## config.mk

```make
export PLATFORM = sky130hd
export DESIGN_NAME = call_button_conditioner
export DESIGN_NICKNAME = d
export VERILOG_FILES = /design/src/rtl/call_button_conditioner.sv
export SDC_FILE = /design/constraint.sdc
export NUM_CORES = 1
export LEC_CHECK = 0
export ABC_AREA = 0
export CAP_MARGIN = 40
export CORE_MARGIN = 2
export CORE_UTILIZATION = 45
export DETAILED_ROUTE_END_ITERATION = 7
export PLACE_DENSITY = 0.67
export SLEW_MARGIN = 20
export SYNTH_ARGS = -nofsm -noshare
export SYNTH_HDL_FRONTEND = slang
export SYNTH_SLANG_ARGS = --single-unit
```

## constraint.sdc

```tcl
create_clock -name clk -period 3 [get_ports clk]
set_clock_uncertainty 0.2 [all_clocks]
set_input_delay 0.6 -clock clk [delete_from_list [all_inputs] [get_ports clk]]
set_output_delay 0.6 -clock clk [all_outputs]
set_load 0.02 [all_outputs]
```

## src/rtl/call_button_conditioner.sv

```systemverilog
// Synchronises, debounces and edge-detects NUM_STATIONS call buttons plus a cancel
// button, then arbitrates the press edges into registered call / cancel pulses.
module call_button_conditioner #(
    parameter int NUM_STATIONS    = 4,
    parameter int DEBOUNCE_CYCLES = 4,
    localparam int ID_W           = $clog2(NUM_STATIONS)
) (
    input  logic                    clk,
    input  logic                    rst_n,
    input  logic [NUM_STATIONS-1:0] call_btn,
    input  logic                    cancel_btn,
    output logic                    call,
    output logic                    cancel,
    output logic [ID_W-1:0]         call_id
);

    localparam int NIN   = NUM_STATIONS + 1;
    localparam int CNT_W = $clog2(DEBOUNCE_CYCLES + 1);
    localparam logic [CNT_W-1:0] CNT_MAX = CNT_W'(DEBOUNCE_CYCLES - 1);

    // Cancel occupies the top lane so every input shares the same debounce path.
    logic [NIN-1:0]            raw;
    logic [NIN-1:0]            s1_q, s2_q;
    logic [NIN-1:0]            db_q, db_d;
    logic [NIN-1:0]            dbp_q;
    logic [NIN-1:0][CNT_W-1:0] cnt_q, cnt_d;
    logic [NIN-1:0]            press;

    logic            call_q, call_d;
    logic            cancel_q, cancel_d;
    logic [ID_W-1:0] call_id_q, call_id_d;
    logic            found;

    assign raw = {cancel_btn, call_btn};

    always_comb begin
        db_d  = db_q;
        cnt_d = cnt_q;
        for (int unsigned i = 0; i < NIN; i++) begin
            if (s2_q[i] == db_q[i]) begin
                cnt_d[i] = '0;
            end else if (cnt_q[i] == CNT_MAX) begin
                db_d[i]  = s2_q[i];
                cnt_d[i] = '0;
            end else begin
                cnt_d[i] = cnt_q[i] + CNT_W'(1);
            end
        end
    end

    assign press = db_q & ~dbp_q;

    // Cancel beats any station; among stations the lowest index wins, losers are dropped.
    always_comb begin
        call_d    = 1'b0;
        cancel_d  = press[NUM_STATIONS];
        call_id_d = call_id_q;
        found     = 1'b0;
        if (!press[NUM_STATIONS]) begin
            for (int unsigned i = 0; i < NUM_STATIONS; i++) begin
                if (press[i] && !found) begin
                    found     = 1'b1;
                    call_d    = 1'b1;
                    call_id_d = ID_W'(i);
                end
            end
        end
    end

    always_ff @(posedge clk or negedge rst_n) begin
        if (!rst_n) begin
            s1_q      <= '0;
            s2_q      <= '0;
            db_q      <= '0;
            dbp_q     <= '0;
            cnt_q     <= '0;
            call_q    <= 1'b0;
            cancel_q  <= 1'b0;
            call_id_q <= '0;
        end else begin
            s1_q      <= raw;
            s2_q      <= s1_q;
            db_q      <= db_d;
            dbp_q     <= db_q;
            cnt_q     <= cnt_d;
            call_q    <= call_d;
            cancel_q  <= cancel_d;
            call_id_q <= call_id_d;
        end
    end

    assign call    = call_q;
    assign cancel  = cancel_q;
    assign call_id = call_id_q;

endmodule

```

After elaboration in Yosys (flattened, before gate mapping):

Cells that the tools add are included.

* logic and storage cells: 76
* bits in registers: 39
* output and inout bits: 4
* input port bits: 7

* add/sub/neg operators: 5
* multiplexer cells: 24
* reduce and logical (&&, ||, !) cells: 13
* bitwise logic cells: 8
* eq/ne operators: 10

Operators by type and width (count)
* $mux W3: 10
* $add A3 B1 Y3 const B: 5
* $eq A3 B2 Y1 const B: 5
* $reduce_and A2 Y1: 6
* $mux W1: 10
* $mux W2: 4
* $not A1 Y1: 6
* $and A5 B5 Y5: 1
* $eq A1 B1 Y1: 5
* $not A5 Y5: 1
* $reduce_bool A4 Y1: 1
* $logic_and A1 B1 Y1: 3
* $logic_not A1 Y1: 3

Depth between registers and ports, before layout:

* word-level depth: 16
* gate-level depth with buffers: 3
* gate-level depth less buffers: 3

Worst setup path after synthesis:

OpenSTA, ideal clock, no wires.

* path kind: register -> register
* start point: register cnt_q[6] in the netlist's numbering
* end point: register db_q[2]
* setup time: 125 ps
* arrival: 972 ps
* buffers on the path: 0
* cell stages (with the launch flop): 4
* setup slack: 1704 ps
* clock period less this slack: 1296 ps
* required time: 2675 ps
* path through: dfrtp_1 ha_1 nor2b_1 mux2_2

* cells in the longest elaborated chain, start to end: 2

Ends and longest elaborated chain
* start, declared: RTL line 26 `logic [NIN-1:0][CNT_W-1:0] cnt_q, cnt_d;`
* start signal, assigned: RTL line 85 `cnt_q <= cnt_d;`
* $eq A3 B2 Y1: RTL line 42 `end else if (cnt_q[i] == CNT_MAX) begin`
* $reduce_and A2 Y1 (no source line)
* end signal, assigned: RTL line 74 `db_q <= '0;`
* end signal, assigned: RTL line 83 `db_q <= db_d;`
* end, declared: RTL line 24 `logic [NIN-1:0] db_q, db_d;`

Every way passes these cells.
A chain may end at the register's enable or synchronous reset.

Final worst setup path:

* start point: register call_id_q[0] (netlist: call_id[0])
* end point: output call_id[0]

RTL lines
* start, declared: RTL line 31 `logic [ID_W-1:0] call_id_q, call_id_d;`
* start signal, assigned: RTL line 88 `call_id_q <= call_id_d;`
* end, declared: RTL line 14 `output logic [ID_W-1:0] call_id`

No word-level cell between the ends.

==> impl_metrics.ini <==
[status]
run_status = finished clean

[clocking]
clock_sink_count = 39
max_h_tree_level = 2
clkLatencyLatePin_ns = 0.33
tritoncts.num_buffers = 5
tritoncts = done
cts_max_path_buffers = 2
root_buffer_selected_by_cts = sky130_fd_sc_hd__clkbuf_4
post-cts-setup-buffer-count = 0
clock_pin_transition_on_the_worst_setup_and_hold_timing_paths_ns = 0.11
ctsResizeCount = 0
post_cts_hold_buffer_count = 0

[logic_synthesis]
synth_compound_gate_area_share_pct = 3.04
largest_family_of_logic_cells_by_synthesized_area = simple AND/OR/NAND/NOR gates
area_share_of_xor_xnor_cells_in_the_synthesized_design_pct = 3.13
synth_fp_nets = 101
post_synth_fa_ha_maj_area_fraction_pct = 4.48
netlist_area_mm2 = 0.00140
number_of_instances_in_the_synthesized_netlist = 89
synth.avg_cell_area_um2 = 15.7
synth.ff_latch_count = 39
register_area_share_after_synthesis_pct = 69.8
synthSimpleGateAreaFrac_pct = 15.0
synth_cell_types = 17
yosys_warnings = 0
proportion_of_synthesized_area_in_mux_cells_pct = 4.03

[die]
core-area_mm2 = 0.00300
design.portCount = 11
die_height_um = 59.7
starting_density_of_the_core_pct = 46.5
dieArea_mm2 = 0.00357
floorplan.die.width_um = 59.7
num_rows = 20

[layout]
diodes = 0
layout-drive-gt1-share_pct = 17.6
area_growth_syn_to_layout_pct = 15.9
layout_commonest_cell = sky130_fd_sc_hd__dfrtp_1
multi_input_comb_area_um2 = 414
n_fill_cell = 258
design.final.nets = 120
layout.cells.most_common_list = sky130_fd_sc_hd__dfrtp_1, sky130_fd_sc_hd__nor3b_1, sky130_fd_sc_hd__clkdlybuf4s50_1
regArea_um2 = 976
fin_area_mm2 = 0.00162

[setup_path]
cp_cell_sequence = clkdlybuf4s50_1
cp_num_cells = 1
setup.worst_path.start = call_id[0]
largest_stage_delay_on_the_critical_path_ns = 0.60
type_of_the_worst_setup_path = reg -> out
startpoint_type = flip-flop
critical_path_endpoint_category = output pin
reg2regPathDepth = 3
crit_arrival_ns = 1.30
reg2reg_from = cnt_q[3]
critical_path.top_delay_family = buffers and inverters
timing.critical_path.buf_inv = 1
critical-path-slowest-cell = sky130_fd_sc_hd__clkdlybuf4s50_1
worst-endpoint-required_ns = 2.20
critPathMaxFanout = 2

[power_and_ir_drop]
leakagePower_nw = 0.748
power.ir.vdd_worst_uv = 296
p_per_area_mw_per_mm2 = 910
power.total_w = 0.00147

[sta]
period_minus_slack_ns = 2.10
max_clock_freq_ghz = 0.476
maxSlewHeadroom_pct = 82.8
fin_setup_tns_ns = 0
finalMaxSlewViolations = 0
timing_hold_violations_final = 0
timing.final.setup_violations = 0
timing.final.crit_share_pct = 70.0
grt_setup_unrepaired = no
worst_pin_slew_ns = 0.256

[grt]
grtUsageTotal_pct = 12.2
pin_count_of_the_biggest_net_entering_global_routing = 40
gr-total-overflow = 0
initial_antenna_violation_count = 0
grt_pass1_wl_um = 3060
first_global_vias = 719

[place]
placement.cell_area_mm2 = 0.00153
gpl.final_weighted_congestion = 0.729
port-buffer-count = 10
dp_hpwl_um = 1180

[hold_path]
hp-class = reg -> reg
holdPathStages = 0
min_from = s1_q[0]

[drt]
drt-total-wl_um = 1740
viasPerCell = 4.96
number_of_optimization_iterations_in_the_first_detailed_route_pass = 4
dr_total_vias = 699
ant_nets = 0
detail_route.drc_violations = 0
drc_marker_count_from_the_first_detailed_route_iteration = 13
routedWlPerCell_um = 12.3

[flow_run]
cap_viol_max_count = 0
layer usage:
metal | GRT usage, % | wire length (um) | part of all wire (%)
met1 | 13.5 | 753 | 43
met3 | 5.84 | 91 | 5.2
met4 | 7.62 | 50 | 2.9
met5 | 0 | 0 | 0
met2 | 18.8 | 843 | 48
per-stage QoR:
step | instances | hold slack [ns] | setup WS [ns] | utilization [%]
after global routing | 141 | 0.167 | 0.838 | 54.0
after global placement | 132 | 0.132 | 1.28 | 51.1
after detailed placement | 132 | 0.138 | 1.26 | 51.1
final | 141 | 0.157 | 0.900 | 54.0
after CTS | 139 | 0.159 | 0.869 | 53.0
after floorplan | 89 | 0.104 | 1.70 | -
report_power, final:
part	leakage (nW)	internal, W	total [W]	switching [W]
Clock	0.0341	0.000109	0.000263	0.000154
Combinational	0.230	0.000246	0.000438	0.000192
Sequential	0.484	0.000681	0.000773	0.0000917
cell families (layout without fill, tap and decap cells):
| family | count (synthesis) | after routing |
|---|---|---|
| simple gates | 27 | 27 |
| xor+xnor | 5 | 5 |
| mux | 5 | 5 |
| compound gates | 6 | 6 |
| buf+inv | 2 | 21 |
| flops | 39 | 39 |
| fa+ha+maj | 5 | 5 |
final cells by class:
type	count	share of cell area [%]
flip-flops and latches	39	60.2
multi-input cells	48	25.6
repair buffers	12	7.72
clock buffers	6	3.17
well taps	33	2.55
inverters	2	0.463
clock inverters	1	0.309
sequential cells by signal, indices dropped and copies added, names as in the netlist:
| signal | count |
|---|---|
| call | 1 |
| call_id | 2 |
| cancel | 1 |
| cnt_q | 15 |
| db_q | 5 |
| dbp_q | 5 |
| s1_q | 5 |
| s2_q | 5 |
synth_stat cells:
library cell | n | area, um^2
sky130_fd_sc_hd__dfrtp_1 | 39 | 976
sky130_fd_sc_hd__nor3b_1 | 9 | 67.6
sky130_fd_sc_hd__ha_1 | 5 | 62.6
sky130_fd_sc_hd__mux2_2 | 5 | 56.3
sky130_fd_sc_hd__xnor2_1 | 5 | 43.8
sky130_fd_sc_hd__nand2b_1 | 4 | 25.0
sky130_fd_sc_hd__nor2b_1 | 4 | 25.0
sky130_fd_sc_hd__nor2b_4 | 4 | 55.1
sky130_fd_sc_hd__nor3_1 | 3 | 15.0
sky130_fd_sc_hd__and3b_1 | 2 | 17.5
sky130_fd_sc_hd__inv_1 | 2 | 7.51
sky130_fd_sc_hd__o21ai_1 | 2 | 10.0
sky130_fd_sc_hd__a21boi_2 | 1 | 11.3
sky130_fd_sc_hd__a21oi_1 | 1 | 5.00
sky130_fd_sc_hd__nand2_1 | 1 | 3.75
sky130_fd_sc_hd__o21a_1 | 1 | 7.51
sky130_fd_sc_hd__o22a_1 | 1 | 8.76
worst paths after layout:
kind / to / slack, ns
worst min-delay path: s2_q[0] / 0.16
max in group asynchronous: dbp_q[2] / 1.73
worst max-delay path: call_id[0] / 0.90
worst max register to register: db_q[1] / 1.62
worst min register to register: s2_q[0] / 0.16
min in group asynchronous: cnt_q[3] / 0.45
(Power assumes the default switching activity.)
